$ cat src/rtl/mem_controller_pkg.sv
// Shared types for the memory controller: per-channel state encoding and a helper
// for sizing consumer-index fields.
package mem_controller_pkg;

  typedef enum logic [2:0] {
    IDLE,
    READ_WAITING,
    WRITE_WAITING,
    READ_RELAYING,
    WRITE_RELAYING
  } mem_ctrl_state_t;

  // Width of a consumer index; a single consumer still needs one bit.
  function automatic int idx_width(input int n);
    return (n > 1) ? $clog2(n) : 1;
  endfunction

endpackage

$ cat src/rtl/mem_controller_if.sv
// Consumer-side and memory-side valid/ready bundle of the memory controller.
// slave = controller view, master = view of the cores and the memory.
interface mem_controller_if #(
  parameter int ADDR_WIDTH    = 8,
  parameter int DATA_WIDTH    = 8,
  parameter int NUM_CONSUMERS = 4,
  parameter int NUM_CHANNELS  = 1
);

  logic [NUM_CONSUMERS-1:0] consumer_read_valid;
  logic [ADDR_WIDTH-1:0]    consumer_read_addr  [NUM_CONSUMERS];
  logic [NUM_CONSUMERS-1:0] consumer_read_ready;
  logic [DATA_WIDTH-1:0]    consumer_read_data  [NUM_CONSUMERS];
  logic [NUM_CONSUMERS-1:0] consumer_write_valid;
  logic [ADDR_WIDTH-1:0]    consumer_write_addr [NUM_CONSUMERS];
  logic [DATA_WIDTH-1:0]    consumer_write_data [NUM_CONSUMERS];
  logic [NUM_CONSUMERS-1:0] consumer_write_ready;

  logic [NUM_CHANNELS-1:0]  mem_read_valid;
  logic [ADDR_WIDTH-1:0]    mem_read_addr  [NUM_CHANNELS];
  logic [NUM_CHANNELS-1:0]  mem_read_ready;
  logic [DATA_WIDTH-1:0]    mem_read_data  [NUM_CHANNELS];
  logic [NUM_CHANNELS-1:0]  mem_write_valid;
  logic [ADDR_WIDTH-1:0]    mem_write_addr [NUM_CHANNELS];
  logic [DATA_WIDTH-1:0]    mem_write_data [NUM_CHANNELS];
  logic [NUM_CHANNELS-1:0]  mem_write_ready;

  modport slave (
    input  consumer_read_valid, consumer_read_addr,
    input  consumer_write_valid, consumer_write_addr, consumer_write_data,
    input  mem_read_ready, mem_read_data, mem_write_ready,
    output consumer_read_ready, consumer_read_data, consumer_write_ready,
    output mem_read_valid, mem_read_addr,
    output mem_write_valid, mem_write_addr, mem_write_data
  );

  modport master (
    output consumer_read_valid, consumer_read_addr,
    output consumer_write_valid, consumer_write_addr, consumer_write_data,
    output mem_read_ready, mem_read_data, mem_write_ready,
    input  consumer_read_ready, consumer_read_data, consumer_write_ready,
    input  mem_read_valid, mem_read_addr,
    input  mem_write_valid, mem_write_addr, mem_write_data
  );

endinterface

$ cat src/rtl/mem_controller_channel.sv
// One memory channel: latches a granted request, holds mem_*_valid until memory answers,
// then waits for the consumer to drop valid. Grant to mem valid and mem ready to done are 1 cycle.
module mem_controller_channel
  import mem_controller_pkg::*;
#(
  parameter int ADDR_WIDTH   = 8,
  parameter int DATA_WIDTH   = 8,
  parameter int IDX_W        = 2,
  parameter int WRITE_ENABLE = 1
) (
  input  logic                  clk,
  input  logic                  rst,
  input  logic                  i_grant,
  input  logic                  i_grant_write,
  input  logic [IDX_W-1:0]      i_grant_idx,
  input  logic [ADDR_WIDTH-1:0] i_grant_addr,
  input  logic [DATA_WIDTH-1:0] i_grant_data,
  input  logic                  i_mem_read_ready,
  input  logic                  i_mem_write_ready,
  input  logic                  i_cons_valid,
  output logic                  o_idle,
  output logic                  o_read_done,
  output logic                  o_write_done,
  output logic                  o_release,
  output logic                  o_is_write,
  output logic [IDX_W-1:0]      o_idx,
  output logic                  o_mem_read_valid,
  output logic [ADDR_WIDTH-1:0] o_mem_read_addr,
  output logic                  o_mem_write_valid,
  output logic [ADDR_WIDTH-1:0] o_mem_write_addr,
  output logic [DATA_WIDTH-1:0] o_mem_write_data
);

  mem_ctrl_state_t       r_state, w_state_nxt;
  logic [IDX_W-1:0]      r_idx;
  logic                  r_is_write;
  logic                  r_rd_vld, r_wr_vld;
  logic [ADDR_WIDTH-1:0] r_rd_addr, r_wr_addr;
  logic [DATA_WIDTH-1:0] r_wr_data;
  logic                  w_grant_write;

  // A read-only build can never enter the write path, so the write registers stay at reset value.
  assign w_grant_write = i_grant_write && (WRITE_ENABLE != 0);

  always_comb begin
    w_state_nxt  = r_state;
    o_read_done  = 1'b0;
    o_write_done = 1'b0;
    o_release    = 1'b0;
    case (r_state)
      IDLE: begin
        if (i_grant) w_state_nxt = w_grant_write ? WRITE_WAITING : READ_WAITING;
      end
      READ_WAITING: begin
        if (i_mem_read_ready) begin
          w_state_nxt = READ_RELAYING;
          o_read_done = 1'b1;
        end
      end
      WRITE_WAITING: begin
        if (i_mem_write_ready) begin
          w_state_nxt  = WRITE_RELAYING;
          o_write_done = 1'b1;
        end
      end
      READ_RELAYING, WRITE_RELAYING: begin
        if (!i_cons_valid) begin
          w_state_nxt = IDLE;
          o_release   = 1'b1;
        end
      end
      default: w_state_nxt = IDLE;
    endcase
  end

  always_ff @(posedge clk) begin
    if (rst) begin
      r_state    <= IDLE;
      r_idx      <= '0;
      r_is_write <= 1'b0;
      r_rd_vld   <= 1'b0;
      r_wr_vld   <= 1'b0;
      r_rd_addr  <= '0;
      r_wr_addr  <= '0;
      r_wr_data  <= '0;
    end else begin
      r_state  <= w_state_nxt;
      r_rd_vld <= (w_state_nxt == READ_WAITING);
      r_wr_vld <= (w_state_nxt == WRITE_WAITING);
      if ((r_state == IDLE) && i_grant) begin
        r_idx      <= i_grant_idx;
        r_is_write <= w_grant_write;
        if (w_grant_write) begin
          r_wr_addr <= i_grant_addr;
          r_wr_data <= i_grant_data;
        end else begin
          r_rd_addr <= i_grant_addr;
        end
      end
    end
  end

  assign o_idle            = (r_state == IDLE);
  assign o_idx             = r_idx;
  assign o_is_write        = r_is_write;
  assign o_mem_read_valid  = r_rd_vld;
  assign o_mem_read_addr   = r_rd_addr;
  assign o_mem_write_valid = r_wr_vld;
  assign o_mem_write_addr  = r_wr_addr;
  assign o_mem_write_data  = r_wr_data;

endmodule

$ cat src/rtl/mem_controller.sv
// Round-robin arbiter of consumer read/write requests onto NUM_CHANNELS memory channels,
// with response demux back to consumers. Requests wait (never dropped) while all channels are busy.
module mem_controller
  import mem_controller_pkg::*;
#(
  parameter int ADDR_WIDTH    = 8,
  parameter int DATA_WIDTH    = 8,
  parameter int NUM_CONSUMERS = 4,
  parameter int NUM_CHANNELS  = 1,
  parameter int WRITE_ENABLE  = 1
) (
  input logic              clk,
  input logic              rst,
  mem_controller_if.slave  bus
);

  localparam int CW = idx_width(NUM_CONSUMERS);

  logic [NUM_CONSUMERS-1:0] r_serving, w_serving_nxt, w_pending;
  logic [CW-1:0]            r_rr_ptr, w_rr_ptr_nxt;
  logic [NUM_CONSUMERS-1:0] r_rd_rdy, r_wr_rdy;
  logic [DATA_WIDTH-1:0]    r_rd_dat [NUM_CONSUMERS];

  logic [NUM_CHANNELS-1:0]  w_ch_idle, w_grant, w_grant_write;
  logic [NUM_CHANNELS-1:0]  w_rd_done, w_wr_done, w_release, w_ch_is_write, w_ch_cons_valid;
  logic [CW-1:0]            w_grant_idx  [NUM_CHANNELS];
  logic [CW-1:0]            w_ch_idx     [NUM_CHANNELS];
  logic [ADDR_WIDTH-1:0]    w_grant_addr [NUM_CHANNELS];
  logic [DATA_WIDTH-1:0]    w_grant_data [NUM_CHANNELS];
  logic [NUM_CHANNELS-1:0]  w_mem_rd_vld, w_mem_wr_vld;
  logic [ADDR_WIDTH-1:0]    w_mem_rd_addr [NUM_CHANNELS];
  logic [ADDR_WIDTH-1:0]    w_mem_wr_addr [NUM_CHANNELS];
  logic [DATA_WIDTH-1:0]    w_mem_wr_data [NUM_CHANNELS];

  assign w_pending = bus.consumer_read_valid |
                     ((WRITE_ENABLE != 0) ? bus.consumer_write_valid : {NUM_CONSUMERS{1'b0}});

  // Channels grant in index order within one cycle; each sees the mask/pointer left by the previous one.
  always_comb begin
    logic [NUM_CONSUMERS-1:0] v_mask;
    logic [CW-1:0]            v_ptr, v_cidx, v_gidx;
    logic                     v_found;
    v_mask  = r_serving;
    v_ptr   = r_rr_ptr;
    v_cidx  = '0;
    v_gidx  = '0;
    v_found = 1'b0;
    for (int ch = 0; ch < NUM_CHANNELS; ch++) begin
      w_grant[ch]       = 1'b0;
      w_grant_write[ch] = 1'b0;
      w_grant_idx[ch]   = '0;
      w_grant_addr[ch]  = '0;
      w_grant_data[ch]  = '0;
      if (w_ch_idle[ch]) begin
        v_found = 1'b0;
        v_gidx  = '0;
        for (int i = 0; i < NUM_CONSUMERS; i++) begin
          v_cidx = CW'((int'(v_ptr) + i) % NUM_CONSUMERS);
          if (!v_found && w_pending[v_cidx] && !v_mask[v_cidx]) begin
            v_found = 1'b1;
            v_gidx  = v_cidx;
          end
        end
        if (v_found) begin
          w_grant[ch]       = 1'b1;
          w_grant_idx[ch]   = v_gidx;
          w_grant_write[ch] = !bus.consumer_read_valid[v_gidx];
          w_grant_addr[ch]  = bus.consumer_read_valid[v_gidx] ? bus.consumer_read_addr[v_gidx]
                                                              : bus.consumer_write_addr[v_gidx];
          w_grant_data[ch]  = bus.consumer_write_data[v_gidx];
          v_mask[v_gidx]    = 1'b1;
          v_ptr             = CW'((int'(v_gidx) + 1) % NUM_CONSUMERS);
        end
      end
    end
    for (int ch = 0; ch < NUM_CHANNELS; ch++) begin
      if (w_release[ch]) v_mask[w_ch_idx[ch]] = 1'b0;
    end
    w_serving_nxt = v_mask;
    w_rr_ptr_nxt  = v_ptr;
  end

  for (genvar g = 0; g < NUM_CHANNELS; g++) begin : g_ch
    assign w_ch_cons_valid[g] = w_ch_is_write[g] ? bus.consumer_write_valid[w_ch_idx[g]]
                                                 : bus.consumer_read_valid[w_ch_idx[g]];

    mem_controller_channel #(
      .ADDR_WIDTH  (ADDR_WIDTH),
      .DATA_WIDTH  (DATA_WIDTH),
      .IDX_W       (CW),
      .WRITE_ENABLE(WRITE_ENABLE)
    ) u_ch (
      .clk              (clk),
      .rst              (rst),
      .i_grant          (w_grant[g]),
      .i_grant_write    (w_grant_write[g]),
      .i_grant_idx      (w_grant_idx[g]),
      .i_grant_addr     (w_grant_addr[g]),
      .i_grant_data     (w_grant_data[g]),
      .i_mem_read_ready (bus.mem_read_ready[g]),
      .i_mem_write_ready(bus.mem_write_ready[g]),
      .i_cons_valid     (w_ch_cons_valid[g]),
      .o_idle           (w_ch_idle[g]),
      .o_read_done      (w_rd_done[g]),
      .o_write_done     (w_wr_done[g]),
      .o_release        (w_release[g]),
      .o_is_write       (w_ch_is_write[g]),
      .o_idx            (w_ch_idx[g]),
      .o_mem_read_valid (w_mem_rd_vld[g]),
      .o_mem_read_addr  (w_mem_rd_addr[g]),
      .o_mem_write_valid(w_mem_wr_vld[g]),
      .o_mem_write_addr (w_mem_wr_addr[g]),
      .o_mem_write_data (w_mem_wr_data[g])
    );
  end

  // A consumer is owned by at most one channel, so per-channel updates never collide.
  always_ff @(posedge clk) begin
    if (rst) begin
      r_serving <= '0;
      r_rr_ptr  <= '0;
      r_rd_rdy  <= '0;
      r_wr_rdy  <= '0;
      for (int c = 0; c < NUM_CONSUMERS; c++) r_rd_dat[c] <= '0;
    end else begin
      r_serving <= w_serving_nxt;
      r_rr_ptr  <= w_rr_ptr_nxt;
      for (int ch = 0; ch < NUM_CHANNELS; ch++) begin
        if (w_rd_done[ch]) begin
          r_rd_rdy[w_ch_idx[ch]] <= 1'b1;
          r_rd_dat[w_ch_idx[ch]] <= bus.mem_read_data[ch];
        end
        if (w_wr_done[ch]) r_wr_rdy[w_ch_idx[ch]] <= 1'b1;
        if (w_release[ch]) begin
          if (w_ch_is_write[ch]) r_wr_rdy[w_ch_idx[ch]] <= 1'b0;
          else                   r_rd_rdy[w_ch_idx[ch]] <= 1'b0;
        end
      end
    end
  end

  assign bus.consumer_read_ready  = r_rd_rdy;
  assign bus.consumer_read_data   = r_rd_dat;
  assign bus.consumer_write_ready = r_wr_rdy;
  assign bus.mem_read_valid       = w_mem_rd_vld;
  assign bus.mem_read_addr        = w_mem_rd_addr;
  assign bus.mem_write_valid      = w_mem_wr_vld;
  assign bus.mem_write_addr       = w_mem_wr_addr;
  assign bus.mem_write_data       = w_mem_wr_data;

endmodule

$ cat src/flat_wrapper.sv
// flat-port wrapper written by rule: the top's interface ports become plain ports
module mem_controller_flat import mem_controller_pkg::*;
#(
  parameter int ADDR_WIDTH    = 8,
  parameter int DATA_WIDTH    = 8,
  parameter int NUM_CONSUMERS = 4,
  parameter int NUM_CHANNELS  = 1,
  parameter int WRITE_ENABLE  = 1
)
  (clk, rst, bus_consumer_read_valid, bus_consumer_read_addr, bus_consumer_write_valid, bus_consumer_write_addr, bus_consumer_write_data, bus_mem_read_ready, bus_mem_read_data, bus_mem_write_ready, bus_consumer_read_ready, bus_consumer_read_data, bus_consumer_write_ready, bus_mem_read_valid, bus_mem_read_addr, bus_mem_write_valid, bus_mem_write_addr, bus_mem_write_data);
  mem_controller_if #(.ADDR_WIDTH(ADDR_WIDTH), .DATA_WIDTH(DATA_WIDTH), .NUM_CONSUMERS(NUM_CONSUMERS), .NUM_CHANNELS(NUM_CHANNELS)) bus_i ();
  input logic clk;
  input logic rst;
  input wire logic [$bits(bus_i.consumer_read_valid)-1:0] bus_consumer_read_valid;
  input wire logic [$bits(bus_i.consumer_read_addr)-1:0] bus_consumer_read_addr;
  input wire logic [$bits(bus_i.consumer_write_valid)-1:0] bus_consumer_write_valid;
  input wire logic [$bits(bus_i.consumer_write_addr)-1:0] bus_consumer_write_addr;
  input wire logic [$bits(bus_i.consumer_write_data)-1:0] bus_consumer_write_data;
  input wire logic [$bits(bus_i.mem_read_ready)-1:0] bus_mem_read_ready;
  input wire logic [$bits(bus_i.mem_read_data)-1:0] bus_mem_read_data;
  input wire logic [$bits(bus_i.mem_write_ready)-1:0] bus_mem_write_ready;
  output wire logic [$bits(bus_i.consumer_read_ready)-1:0] bus_consumer_read_ready;
  output wire logic [$bits(bus_i.consumer_read_data)-1:0] bus_consumer_read_data;
  output wire logic [$bits(bus_i.consumer_write_ready)-1:0] bus_consumer_write_ready;
  output wire logic [$bits(bus_i.mem_read_valid)-1:0] bus_mem_read_valid;
  output wire logic [$bits(bus_i.mem_read_addr)-1:0] bus_mem_read_addr;
  output wire logic [$bits(bus_i.mem_write_valid)-1:0] bus_mem_write_valid;
  output wire logic [$bits(bus_i.mem_write_addr)-1:0] bus_mem_write_addr;
  output wire logic [$bits(bus_i.mem_write_data)-1:0] bus_mem_write_data;
  assign bus_i.consumer_read_valid = bus_consumer_read_valid;
  assign bus_i.consumer_read_addr = {>>{bus_consumer_read_addr}};
  assign bus_i.consumer_write_valid = bus_consumer_write_valid;
  assign bus_i.consumer_write_addr = {>>{bus_consumer_write_addr}};
  assign bus_i.consumer_write_data = {>>{bus_consumer_write_data}};
  assign bus_i.mem_read_ready = bus_mem_read_ready;
  assign bus_i.mem_read_data = {>>{bus_mem_read_data}};
  assign bus_i.mem_write_ready = bus_mem_write_ready;
  assign bus_consumer_read_ready = bus_i.consumer_read_ready;
  assign bus_consumer_read_data = {>>{bus_i.consumer_read_data}};
  assign bus_consumer_write_ready = bus_i.consumer_write_ready;
  assign bus_mem_read_valid = bus_i.mem_read_valid;
  assign bus_mem_read_addr = {>>{bus_i.mem_read_addr}};
  assign bus_mem_write_valid = bus_i.mem_write_valid;
  assign bus_mem_write_addr = {>>{bus_i.mem_write_addr}};
  assign bus_mem_write_data = {>>{bus_i.mem_write_data}};
  mem_controller #(.ADDR_WIDTH(ADDR_WIDTH), .DATA_WIDTH(DATA_WIDTH), .NUM_CONSUMERS(NUM_CONSUMERS), .NUM_CHANNELS(NUM_CHANNELS), .WRITE_ENABLE(WRITE_ENABLE)) u_core (.clk(clk), .rst(rst), .bus(bus_i));
endmodule
$ cat config.mk
export PLATFORM = sky130hd
export DESIGN_NAME = mem_controller_flat
export DESIGN_NICKNAME = d
export VERILOG_FILES = /design/src/rtl/mem_controller_pkg.sv /design/src/rtl/mem_controller_if.sv /design/src/rtl/mem_controller_channel.sv /design/src/rtl/mem_controller.sv /design/src/flat_wrapper.sv
export SDC_FILE = /design/constraint.sdc
export NUM_CORES = 1
export LEC_CHECK = 0
export CORE_MARGIN = 2
export CORE_UTILIZATION = 35
export CTS_CLUSTER_SIZE = 8
export DETAILED_ROUTE_END_ITERATION = 7
export PLACE_DENSITY = 0.7
export SKIP_LAST_GASP = 1
export SLEW_MARGIN = 15
export SYNTH_ARGS = -nofsm -noshare
export SYNTH_HDL_FRONTEND = slang
export SYNTH_HIERARCHICAL = 1
export SYNTH_SLANG_ARGS = --single-unit
export TNS_END_PERCENT = 30
$ cat constraint.sdc
create_clock -name clk -period 5.8 [get_ports clk]
set_input_delay 1.45 -clock clk [delete_from_list [all_inputs] [get_ports clk]]
set_output_delay 1.45 -clock clk [all_outputs]
set_load 0.02 [all_outputs]
==> results.json <==
{
  "status": "finished clean",
  "cp-end-kind": "flop",
  "grt_antenna_before_repair": 0,
  "track_usage_pct": 21.4,
  "startpoint_type": "primary input",
  "die_y_um": 110,
  "top_usage_layer": "met2",
  "final-hold-violation-count": 0,
  "clockBufferDepth": 2,
  "ant_nets": 0,
  "num_rows": 38,
  "synth_area_um2": 3930,
  "combPwrFrac_pct": 57.6,
  "met3_usage_pct": 4.56,
  "setup.worst_path.class": "in2reg",
  "setup-tns-final_ns": 0,
  "final_nets": 752,
  "cts-hold-fix-buffers": 0,
  "area_growth_pct": 52.6,
  "arrival_ns": 4.77,
  "grt_pass1_wl_um": 20000,
  "ir_drop_uv": 221,
  "p_switching_uw": 1240,
  "ys_ff_latch": 78,
  "power_uw": 2810,
  "p_leak_uw": 0.00211,
  "hold_class": "reg2reg",
  "drt_iter0_markers": 302,
  "cts_root_buffer": "clkbuf_8",
  "io_pins": 182,
  "cts_resized": 0,
  "intPower_uw": 1570,
  "slew_viol_final": 0,
  "synth-seq-area-share_pct": 39.7,
  "drtPass1Iterations": 5,
  "synth-main-ff-cell": "dfxtp_1",
  "path_cells": "clkdlybuf4s50_1, o21bai_1, nor2_1, o21bai_1, nand3_1, o211ai_1, a21oi_1, nor2b_1, mux2i_1, nor2_1",
  "fin_crit_sh_pct": 78.8,
  "wirelength_um": 13000,
  "num_vias": 4076,
  "post-route-min-period_ns": 4.57,
  "synth-warning-count": 6,
  "path_clk_slew_ns": 0.09,
  "max_stage_delay_ns": 0.72,
  "grt_start_max_net_pins": 79,
  "viasPerCell": 5.22,
  "finalSetupViolCount": 0,
  "dieWidth_um": 110,
  "cts_tree": "built",
  "seqPwrFrac_pct": 27.1,
  "cp_slowest_cell": "nor2b_1",
  "cts_buffers": 9,
  "cts_setup_buffers": 0,
  "place_area_um2": 5780,
  "grt-ovfl-total": 0,
  "grt_util_met1_pct": 26.7,
  "rsz0062_at_grt": "no",
  "avgSynthCellArea_um2": 8.29,
  "design_area_um2": 5990,
  "pwr-share-clk_pct": 15.4,
  "worst_pin_slew_ns": 0.927,
  "synthDistinctLibCells": 37,
  "grt_pass1_vias": 3887,
  "io_buffer_count": 181,
  "use_met2_pct": 36.8,
  "fmax_ghz": 0.219,
  "synth-async-reset-ratio_pct": 0,
  "start_util_pct": 36.1,
  "swShare_pct": 44.2,
  "hold-worst-slack_ns": 0.458,
  "crit_required_ns": 6.00,
  "power_density_nw_per_um2": 469,
  "h-tree-depth": 3,
  "crit_fanout": 14,
  "netlist_instances": 474,
  "synth_enable_flop_cells": 0,
  "cap_viol_max_count": 0,
  "wire_per_inst_um": 16.6,
  "diodes": 0,
  "drive_gt1_share_pct": 6.08,
  "core_area_um2": 10900,
  "gp_congestion": 0.879,
  "slew_headroom_pct": 38.1,
  "dpl.hpwl_um": 9890,
  "fin_util_pct": 55.1,
  "insertion_delay_ns": 0.36,
  "syn-num-nets": 590,
  "worst_clock_skew_ns": 0.0163,
  "drcViolationCount": 0,
  "dieArea_um2": 12100,
  "cts.sinks": 78
}
-- logic make-up after synthesis --
family	after synthesis	share of synthesized area, %
AND/OR/NAND/NOR	205	22.9
AO/OA/AOI/OAI	121	18.4
multiplexers	29	13.9
flip-flops	78	39.7
buffers and inverters	41	5.06
-- registers in the layout, summed over array words and instances, names as in the netlist --
| name | count |
|---|---|
| u_core/bus.consumer_read_data | 32 |
| u_core/bus.consumer_read_ready | 4 |
| u_core/bus.consumer_write_ready | 4 |
| u_core/g_ch.u_ch/o_idx | 2 |
| u_core/g_ch.u_ch/o_is_write | 1 |
| u_core/g_ch.u_ch/o_mem_read_addr | 8 |
| u_core/g_ch.u_ch/o_mem_read_valid | 1 |
| u_core/g_ch.u_ch/o_mem_write_addr | 8 |
| u_core/g_ch.u_ch/o_mem_write_data | 8 |
| u_core/g_ch.u_ch/o_mem_write_valid | 1 |
| u_core/g_ch.u_ch/r_state | 3 |
| u_core/r_rr_ptr | 2 |
| u_core/r_serving | 4 |
-- metrics by stage --
step           setup WS (ns)  std cells
6_report                1.23        781
4_1_cts                 1.28        781
5_1_grt                0.937        781
3_3_place_gp            1.07        765
3_5_place_dp           0.949        765
2_1_floorplan           2.00        474
-- cells in the mapped netlist, drive strengths merged, types with 5 or more instances --
cell / number / area (µm²)
inv: 5 / 18.8
nor2: 26 / 103
mux4: 18 / 435
a311oi: 14 / 123
clkbuf: 23 / 86.3
buf: 13 / 93.8
dfxtp: 78 / 1560
o21bai: 5 / 37.5
nand2: 124 / 465
o21ai: 14 / 70.1
nor2b: 5 / 31.3
a21oi: 68 / 340
mux2i: 10 / 100
nand3: 27 / 135
a211oi: 7 / 52.6
and3: 10 / 62.6
-- routing by layer --
metal | vias up | wire length, µm
met3 | 23 | 868
met5 | - | 0
met2 | 144 | 6490
met1 | 1898 | 5320
met4 | 0 | 275
li1 | 2011 | -
-- area by class of cell --
| type | count | area [µm²] |
|---|---|---|
| Timing Repair Buffer | 187 | 1850 |
| Clock buffer | 9 | 124 |
| Clock inverter | 7 | 90.1 |
| Sequential cell | 78 | 1560 |
| Fill cell | 1034 | 4890 |
| Tap cell | 140 | 175 |
| Multi-Input combinational cell | 355 | 2170 |
| Inverter | 5 | 18.8 |
-- power by group through the flow --
| stage | sequential [µW] | combinational, µW | clock (µW) |
|---|---|---|---|
| after global routing | 780 | 1760 | 465 |
| after floorplan | 826 | 1090 | 0 |
| final | 761 | 1620 | 432 |
| after detailed placement | 771 | 1610 | 0 |
| after global placement | 768 | 1600 | 0 |
| after CTS | 761 | 1620 | 440 |
-- worst max-delay path, delay by kind of cell --
family / cells / cell delay (ns)
compound gates: 4 / 1.26
buf+inv: 1 / 0.46
mux: 1 / 0.28
simple gates: 4 / 1.32
-- layout by cell type, fill, tap and decap left out, types with 3 or more instances in the layout --
cell type | Yosys | routed
o21ai_0 | 5 | 3
dfxtp_1 | 78 | 78
o21ai_1 | 9 | 11
buf_4 | 3 | 6
o21bai_1 | 5 | 5
nor2_1 | 24 | 24
nand2_1 | 124 | 124
mux4_2 | 10 | 10
nor3_1 | 4 | 3
nor2b_1 | 5 | 5
and3_1 | 10 | 10
inv_1 | 5 | 5
a311oi_1 | 14 | 14
o211ai_1 | 4 | 4
a21oi_1 | 68 | 68
nand3_1 | 27 | 27
a211oi_1 | 7 | 7
mux4_1 | 8 | 8
mux2i_1 | 10 | 10
clkbuf_8 | 0 | 9
a31oi_1 | 4 | 4
clkdlybuf4s50_1 | 0 | 180
-- final timing paths --
path	depth (start not counted)	slack, ns	startpoint	end
worst max-delay path	10	1.23	bus_consumer_read_valid[2]	u_core/g_ch[0].u_ch/o_mem_read_addr[0]
worst max register to register	8	2.56	u_core/r_serving[3]	u_core/g_ch[0].u_ch/o_mem_read_addr[0]
worst min-delay path	2	0.46	u_core/bus.consumer_read_data[30]	u_core/bus.consumer_read_data[30]
worst min register to register	2	0.46	u_core/bus.consumer_read_data[30]	u_core/bus.consumer_read_data[30]
Note: power is estimated with default switching activity, not from simulation.
